**config.mk**
```make
export PLATFORM = sky130hd
export DESIGN_NAME = commit_trace_buffer_flat
export DESIGN_NICKNAME = d
export VERILOG_FILES = /design/src/rtl/commit_trace_buffer_if.sv /design/src/rtl/commit_trace_buffer.sv /design/src/flat_wrapper.sv
export SDC_FILE = /design/constraint.sdc
export NUM_CORES = 2
export LEC_CHECK = 0
export BUFFER_PORTS_ARGS = -buffer_cell sky130_fd_sc_hd__buf_2
export CORE_ASPECT_RATIO = 0.5
export CORE_MARGIN = 2
export CORE_UTILIZATION = 50
export CTS_BUF_LIST = sky130_fd_sc_hd__clkbuf_4
export CTS_CLUSTER_DIAMETER = 200
export DETAILED_ROUTE_END_ITERATION = 8
export GPL_ROUTABILITY_DRIVEN = 0
export PLACE_DENSITY = 0.79
export SYNTH_ARGS = -nofsm -noshare
export SYNTH_HDL_FRONTEND = slang
export SYNTH_SLANG_ARGS = --single-unit
```
**constraint.sdc**
```tcl
create_clock -name clk -period 41 [get_ports clk]
set_input_delay 12.3 -clock clk [delete_from_list [all_inputs] [get_ports clk]]
set_output_delay 12.3 -clock clk [all_outputs]
set_load 0.05 [all_outputs]
```
**src/rtl/commit_trace_buffer_if.sv**
```systemverilog
// Commit-record bus and trace-drain handshake for commit_trace_buffer.
// The master is the harness side (CPU commit + trace reader); the slave is the buffer.
interface commit_trace_buffer_if;
  logic         commit;
  logic [31:0]  commit_pc;
  logic [31:0]  commit_inst;
  logic         commit_halt;
  logic         commit_reg_we;
  logic [4:0]   commit_reg_wa;
  logic [31:0]  commit_reg_wd;
  logic         commit_dmem_we;
  logic [31:0]  commit_dmem_wa;
  logic [31:0]  commit_dmem_wd;
  logic         out_valid;
  logic         out_ready;
  logic [167:0] out_data;

  modport master (
    output commit, commit_pc, commit_inst, commit_halt,
    output commit_reg_we, commit_reg_wa, commit_reg_wd,
    output commit_dmem_we, commit_dmem_wa, commit_dmem_wd,
    output out_ready,
    input  out_valid, out_data
  );

  modport slave (
    input  commit, commit_pc, commit_inst, commit_halt,
    input  commit_reg_we, commit_reg_wa, commit_reg_wd,
    input  commit_dmem_we, commit_dmem_wa, commit_dmem_wd,
    input  out_ready,
    output out_valid, out_data
  );
endinterface

```
**src/rtl/commit_trace_buffer.sv**
```systemverilog
// Commit trace FIFO (first-word-fall-through) with retired/dropped counters and halt detection.
// Optional macro COMMIT_TRACE_FILTER_EN skips commits that have no architectural side effect.
module commit_trace_buffer #(
  parameter int DEPTH = 16,
  parameter int CNT_W = 32
) (
  input  logic                     clk,
  input  logic                     rst,
  commit_trace_buffer_if.slave     bus,
  output logic [$clog2(DEPTH):0]   level,
  output logic                     full,
  output logic                     empty,
  output logic                     overflow,
  output logic [15:0]              dropped_cnt,
  output logic [CNT_W-1:0]         retired_cnt,
  output logic                     halted,
  output logic                     drained
);
  localparam int AW = $clog2(DEPTH);
  localparam int LW = AW + 1;

  typedef enum logic [1:0] {S_RUN, S_HALTED, S_DRAINED} state_t;

  function automatic logic [15:0] sat_inc16(input logic [15:0] v);
    return (v == 16'hFFFF) ? v : v + 16'd1;
  endfunction

  state_t            state_q, state_d;
  logic [AW-1:0]     wr_ptr_q, rd_ptr_q;
  logic [LW-1:0]     level_q, level_d;
  logic              overflow_q;
  logic [15:0]       dropped_q;
  logic [CNT_W-1:0]  retired_q;
  logic [167:0]      mem_q [DEPTH];

  logic         keep;
  logic         in_run;
  logic         push_req;
  logic         pop;
  logic         push_ok;
  logic         drop;
  logic [167:0] record;

`ifdef COMMIT_TRACE_FILTER_EN
  assign keep = bus.commit_reg_we | bus.commit_dmem_we | bus.commit_halt;
`else
  assign keep = 1'b1;
`endif

  assign in_run   = (state_q == S_RUN);
  assign empty    = (level_q == '0);
  assign full     = (level_q == LW'(DEPTH));
  assign pop      = !empty && bus.out_ready;
  assign push_req = in_run && bus.commit && keep;
  // A full FIFO still accepts when the head leaves in the same cycle.
  assign push_ok  = push_req && (!full || pop);
  assign drop     = push_req && !push_ok;

  assign record = {bus.commit_pc, bus.commit_inst, bus.commit_halt,
                   bus.commit_reg_we, bus.commit_reg_wa, bus.commit_reg_wd,
                   bus.commit_dmem_we, bus.commit_dmem_wa, bus.commit_dmem_wd};

  always_comb begin
    level_d = level_q;
    case ({push_ok, pop})
      2'b10:   level_d = level_q + LW'(1);
      2'b01:   level_d = level_q - LW'(1);
      default: level_d = level_q;
    endcase
  end

  always_comb begin
    state_d = state_q;
    case (state_q)
      S_RUN:     if (bus.commit && bus.commit_halt) state_d = S_HALTED;
      // Waiting on the registered empty makes drained trail empty by one cycle.
      S_HALTED:  if (empty) state_d = S_DRAINED;
      S_DRAINED: state_d = S_DRAINED;
      default:   state_d = S_RUN;
    endcase
  end

  always_ff @(posedge clk) begin
    if (rst) begin
      state_q    <= S_RUN;
      wr_ptr_q   <= '0;
      rd_ptr_q   <= '0;
      level_q    <= '0;
      overflow_q <= 1'b0;
      dropped_q  <= '0;
      retired_q  <= '0;
    end else begin
      state_q <= state_d;
      level_q <= level_d;
      if (push_ok) wr_ptr_q <= wr_ptr_q + AW'(1);
      if (pop)     rd_ptr_q <= rd_ptr_q + AW'(1);
      if (drop) begin
        overflow_q <= 1'b1;
        dropped_q  <= sat_inc16(dropped_q);
      end
      if (in_run && bus.commit) retired_q <= retired_q + CNT_W'(1);
    end
  end

  always_ff @(posedge clk) begin
    if (push_ok) mem_q[wr_ptr_q] <= record;
  end

  assign bus.out_valid = !empty;
  assign bus.out_data  = mem_q[rd_ptr_q];
  assign level         = level_q;
  assign overflow      = overflow_q;
  assign dropped_cnt   = dropped_q;
  assign retired_cnt   = retired_q;
  assign halted        = (state_q != S_RUN);
  assign drained       = (state_q == S_DRAINED);
endmodule

```
**src/flat_wrapper.sv**
```systemverilog
// flat-port wrapper written by rule: the top's interface ports become plain ports
module commit_trace_buffer_flat 
#(
  parameter int DEPTH = 16,
  parameter int CNT_W = 32
)
  (clk, rst, level, full, empty, overflow, dropped_cnt, retired_cnt, halted, drained, bus_commit, bus_commit_pc, bus_commit_inst, bus_commit_halt, bus_commit_reg_we, bus_commit_reg_wa, bus_commit_reg_wd, bus_commit_dmem_we, bus_commit_dmem_wa, bus_commit_dmem_wd, bus_out_ready, bus_out_valid, bus_out_data);
  commit_trace_buffer_if bus_i ();
  input  logic clk;
  input  logic rst;
  output logic [$clog2(DEPTH):0] level;
  output logic full;
  output logic empty;
  output logic overflow;
  output logic [15:0] dropped_cnt;
  output logic [CNT_W-1:0] retired_cnt;
  output logic halted;
  output logic drained;
  input wire logic [$bits(bus_i.commit)-1:0] bus_commit;
  input wire logic [$bits(bus_i.commit_pc)-1:0] bus_commit_pc;
  input wire logic [$bits(bus_i.commit_inst)-1:0] bus_commit_inst;
  input wire logic [$bits(bus_i.commit_halt)-1:0] bus_commit_halt;
  input wire logic [$bits(bus_i.commit_reg_we)-1:0] bus_commit_reg_we;
  input wire logic [$bits(bus_i.commit_reg_wa)-1:0] bus_commit_reg_wa;
  input wire logic [$bits(bus_i.commit_reg_wd)-1:0] bus_commit_reg_wd;
  input wire logic [$bits(bus_i.commit_dmem_we)-1:0] bus_commit_dmem_we;
  input wire logic [$bits(bus_i.commit_dmem_wa)-1:0] bus_commit_dmem_wa;
  input wire logic [$bits(bus_i.commit_dmem_wd)-1:0] bus_commit_dmem_wd;
  input wire logic [$bits(bus_i.out_ready)-1:0] bus_out_ready;
  output wire logic [$bits(bus_i.out_valid)-1:0] bus_out_valid;
  output wire logic [$bits(bus_i.out_data)-1:0] bus_out_data;
  assign bus_i.commit = bus_commit;
  assign bus_i.commit_pc = bus_commit_pc;
  assign bus_i.commit_inst = bus_commit_inst;
  assign bus_i.commit_halt = bus_commit_halt;
  assign bus_i.commit_reg_we = bus_commit_reg_we;
  assign bus_i.commit_reg_wa = bus_commit_reg_wa;
  assign bus_i.commit_reg_wd = bus_commit_reg_wd;
  assign bus_i.commit_dmem_we = bus_commit_dmem_we;
  assign bus_i.commit_dmem_wa = bus_commit_dmem_wa;
  assign bus_i.commit_dmem_wd = bus_commit_dmem_wd;
  assign bus_i.out_ready = bus_out_ready;
  assign bus_out_valid = bus_i.out_valid;
  assign bus_out_data = bus_i.out_data;
  commit_trace_buffer #(.DEPTH(DEPTH), .CNT_W(CNT_W)) u_core (.clk(clk), .rst(rst), .bus(bus_i), .level(level), .full(full), .empty(empty), .overflow(overflow), .dropped_cnt(dropped_cnt), .retired_cnt(retired_cnt), .halted(halted), .drained(drained));
endmodule
```
==> impl_metrics.tcl <==
set metrics [dict create \
    tns_ps 0 \
    cts_hold_buf 0 \
    areaGrowthSynthToFinish_pct 12.11 \
    post_cts_buffers 0 \
    io_pins 399 \
    path_cells "buf_4 > buf_12 > buf_4 > buf_12 > mux4_2 > nor2b_1 > a211oi_1 > a21oi_1 > buf_2" \
    root_buffer "clkbuf_4" \
    critPathKind "flop to output pin" \
    fin_skew_ps 120.6 \
    grt_setup_unrepaired "no" \
    syn_nets 4622 \
    setup_violations 0 \
    multi_input_area_um2 21730 \
    dieArea_um2 213900 \
    cts_sinks 2756 \
    post-route-period-util_pct 46.99 \
    grt_pass1_vias 53420 \
    synth-edff-count 2688 \
    power_density_nw_per_um2 60.06 \
    ys.flop_type "edfxtp_1" \
    yosysWarnings 0 \
    path_buf_inv 5 \
    overflow 0 \
    netlist_area_um2 105000 \
    synth.largest_area_cell "edfxtp_1" \
    reg2reg_from "u_core.state_q[1]" \
    critPathLaunchType "flop" \
    min_from "u_core.state_q[0]" \
    relSlewSlack_pct 21.43 \
    worstPathArrival_ps 6970 \
    ys_async_sr_fraction_pct 0 \
    cap_violations 0 \
    wirelength_um 239500 \
    seq_area_frac_synth_pct 78.18 \
    syn-instance-count 4435 \
    num_rows 118 \
    yosysMostFrequentCell "edfxtp_1" \
    post-route-util_pct 56.62 \
    start_util_pct 50.50 \
    antenna_found_initial 66 \
    place_area_um2 110100 \
    synth_seq_cells 2756 \
    ir_drop_mv 0.07482 \
    drt_first_iter_violations 6177 \
    cts_tree "done" \
    fin_crit_ps 19270 \
    ff_latch_area_um2 82090 \
    cts_made_buffers 609 \
    firstDrtPassIters 6 \
    synth_top_area_share_pct 76.88 \
    track_usage_pct 22.23 \
    fmax_ghz 0.05190 \
    core_um2 207900 \
    cpMaxStageDelayCell "buf_4" \
    die_h_um 328.0 \
    synthTopCellsByCount "2688 x edfxtp_1, 756 x mux4_2, 112 x a21oi_1, 108 x clkbuf_1, 101 x nor2b_1" \
    htree_levels 6 \
    slew_viol_final 0 \
    drc 0 \
    grt_max_degree 149 \
    outcome "finished clean" \
    finalHoldViolations 0 \
    yosys-top-cells-area "edfxtp_1 77%, mux4_2 16%, dfxtp_1 1.3%, mux2i_1 0.86%, a211oi_1 0.64%" \
    crit_path_end_kind "output pin" \
    crit_path_max_incr_delay_ps 990 \
    required_ps 28700 \
    vias 51840 \
    critPathMaxFanout 148 \
    syn-mean-instance-area_um2 23.67 \
    worstMarginPinSlew_ps 1179 \
    ctsResizeCount 0 \
    dp_hpwl_um 119800 \
    ant_nets 0 \
    nNetsFinal 5476 \
    fillers 14420 \
    yosys.cell_types.count 50 \
    clkLatencyLatePin_ps 1260 \
    die_x_um 652.0 \
    io_buffers 398 \
    hold_class "flop to flop" \
    routedWlPerCell_um 28.27 \
    clockBufferDepth 4 \
    cpLargestDelayFamily "buffers and inverters" \
    p_leak_uw 0.03666 \
    drive_gt1_share_pct 39.01 \
    viasPerCell 6.118 \
    grt_pass1_wl_um 349100 \
    clk_pin_slew_worst_paths_ps 70 \
    final_area_um2 117700 \
]
stage by stage:
| stage | total power (uW) | setup slack (ps) | std cells | hold WS [ps] |
|---|---|---|---|---|
| CTS | 7135 | 21680 | 8448 | 496.9 |
| finish | 7070 | 21730 | 8473 | 497.1 |
| floorplan | 4688 | 15850 | 4435 | 470.4 |
| global route | 7339 | 21460 | 8471 | 520.3 |
| global placement | 5031 | 23080 | 7438 | 457.8 |
| detailed placement | 5074 | 23010 | 7438 | 469.4 |
cell usage in the layout, fill, tap and decap left out, drive strengths merged, types with 14 or more instances in the layout:
master and count:
clkinv 88, o21ai 17, edfxtp 2688, a21oi 112, nand3 19, nand2 31, buf 481, mux2 22
inv 38, clkbuf 878, mux4 756, ha 14, nor2b 101, mux2i 90, nand4 14, dfxtp 68
a211oi 90, diode 25, nor2 59
per-layer routing:
metal  vias to the layer above  GRT usage [%]  routed length, um
li1                      21040              -                  -
met1                     27190          29.15              87550
met2                      3161          37.66             123800
met3                       433          4.232              21160
met4                        12          7.892               6921
met5                         -              0                 74
path summary, 6_finish.rpt:
check	endpoint	slack, ps	depth (start not counted)
setup reg to reg	u_core.mem_q[13][27]	35970	9
hold reg to reg	u_core.state_q[0]	500	2
setup / recovery	bus_out_data[91]	21730	9
hold / removal	u_core.state_q[0]	500	2
state kept, by name, indices dropped and copies added, names as in the netlist, named ones only:
name and cells:
u_core.dropped_cnt 16, u_core.level 5, u_core.mem_q 2688, u_core.overflow 1
u_core.rd_ptr_q 4, u_core.retired_cnt 32, u_core.state_q 2, u_core.wr_ptr_q 4
layout make-up:
| class | instances | area share [%] |
|---|---|---|
| Clock inverter | 132 | 0.7664 |
| Multi-Input combinational cell | 1425 | 18.46 |
| Timing Repair Buffer | 481 | 2.392 |
| Antenna cell | 25 | 0.05315 |
| Tap cell | 2760 | 2.934 |
| Clock buffer | 878 | 5.600 |
| Sequential cell | 2756 | 69.75 |
| Inverter | 16 | 0.05102 |
cells by family after synthesis:
kind of cell               Yosys count  share of synthesized area, %
buffers and inverters              254                         1.231
AOI/OAI and AO/OA                  240                         1.441
adders and majority gates           15                        0.1859
muxes                              868                         17.31
and+or+nand+nor                    286                         1.517
DFF                               2756                         78.18
xor gates and xnor gates            16                        0.1335
tightest hold or removal path: stages, from the launching register on:
cell	delay, ps
dfxtp_1	320
o21ai_0	70
a21oi_1	60
report_power, final:
group / switching [uW] / leakage, uW / internal [uW]
sequential: 47.4 / 0.0248 / 3230
combinational: 1060 / 0.00742 / 656
clock: 1030 / 0.00445 / 1050
total: 2140 / 0.0367 / 4930
Note: power is estimated with default switching activity, not from simulation.
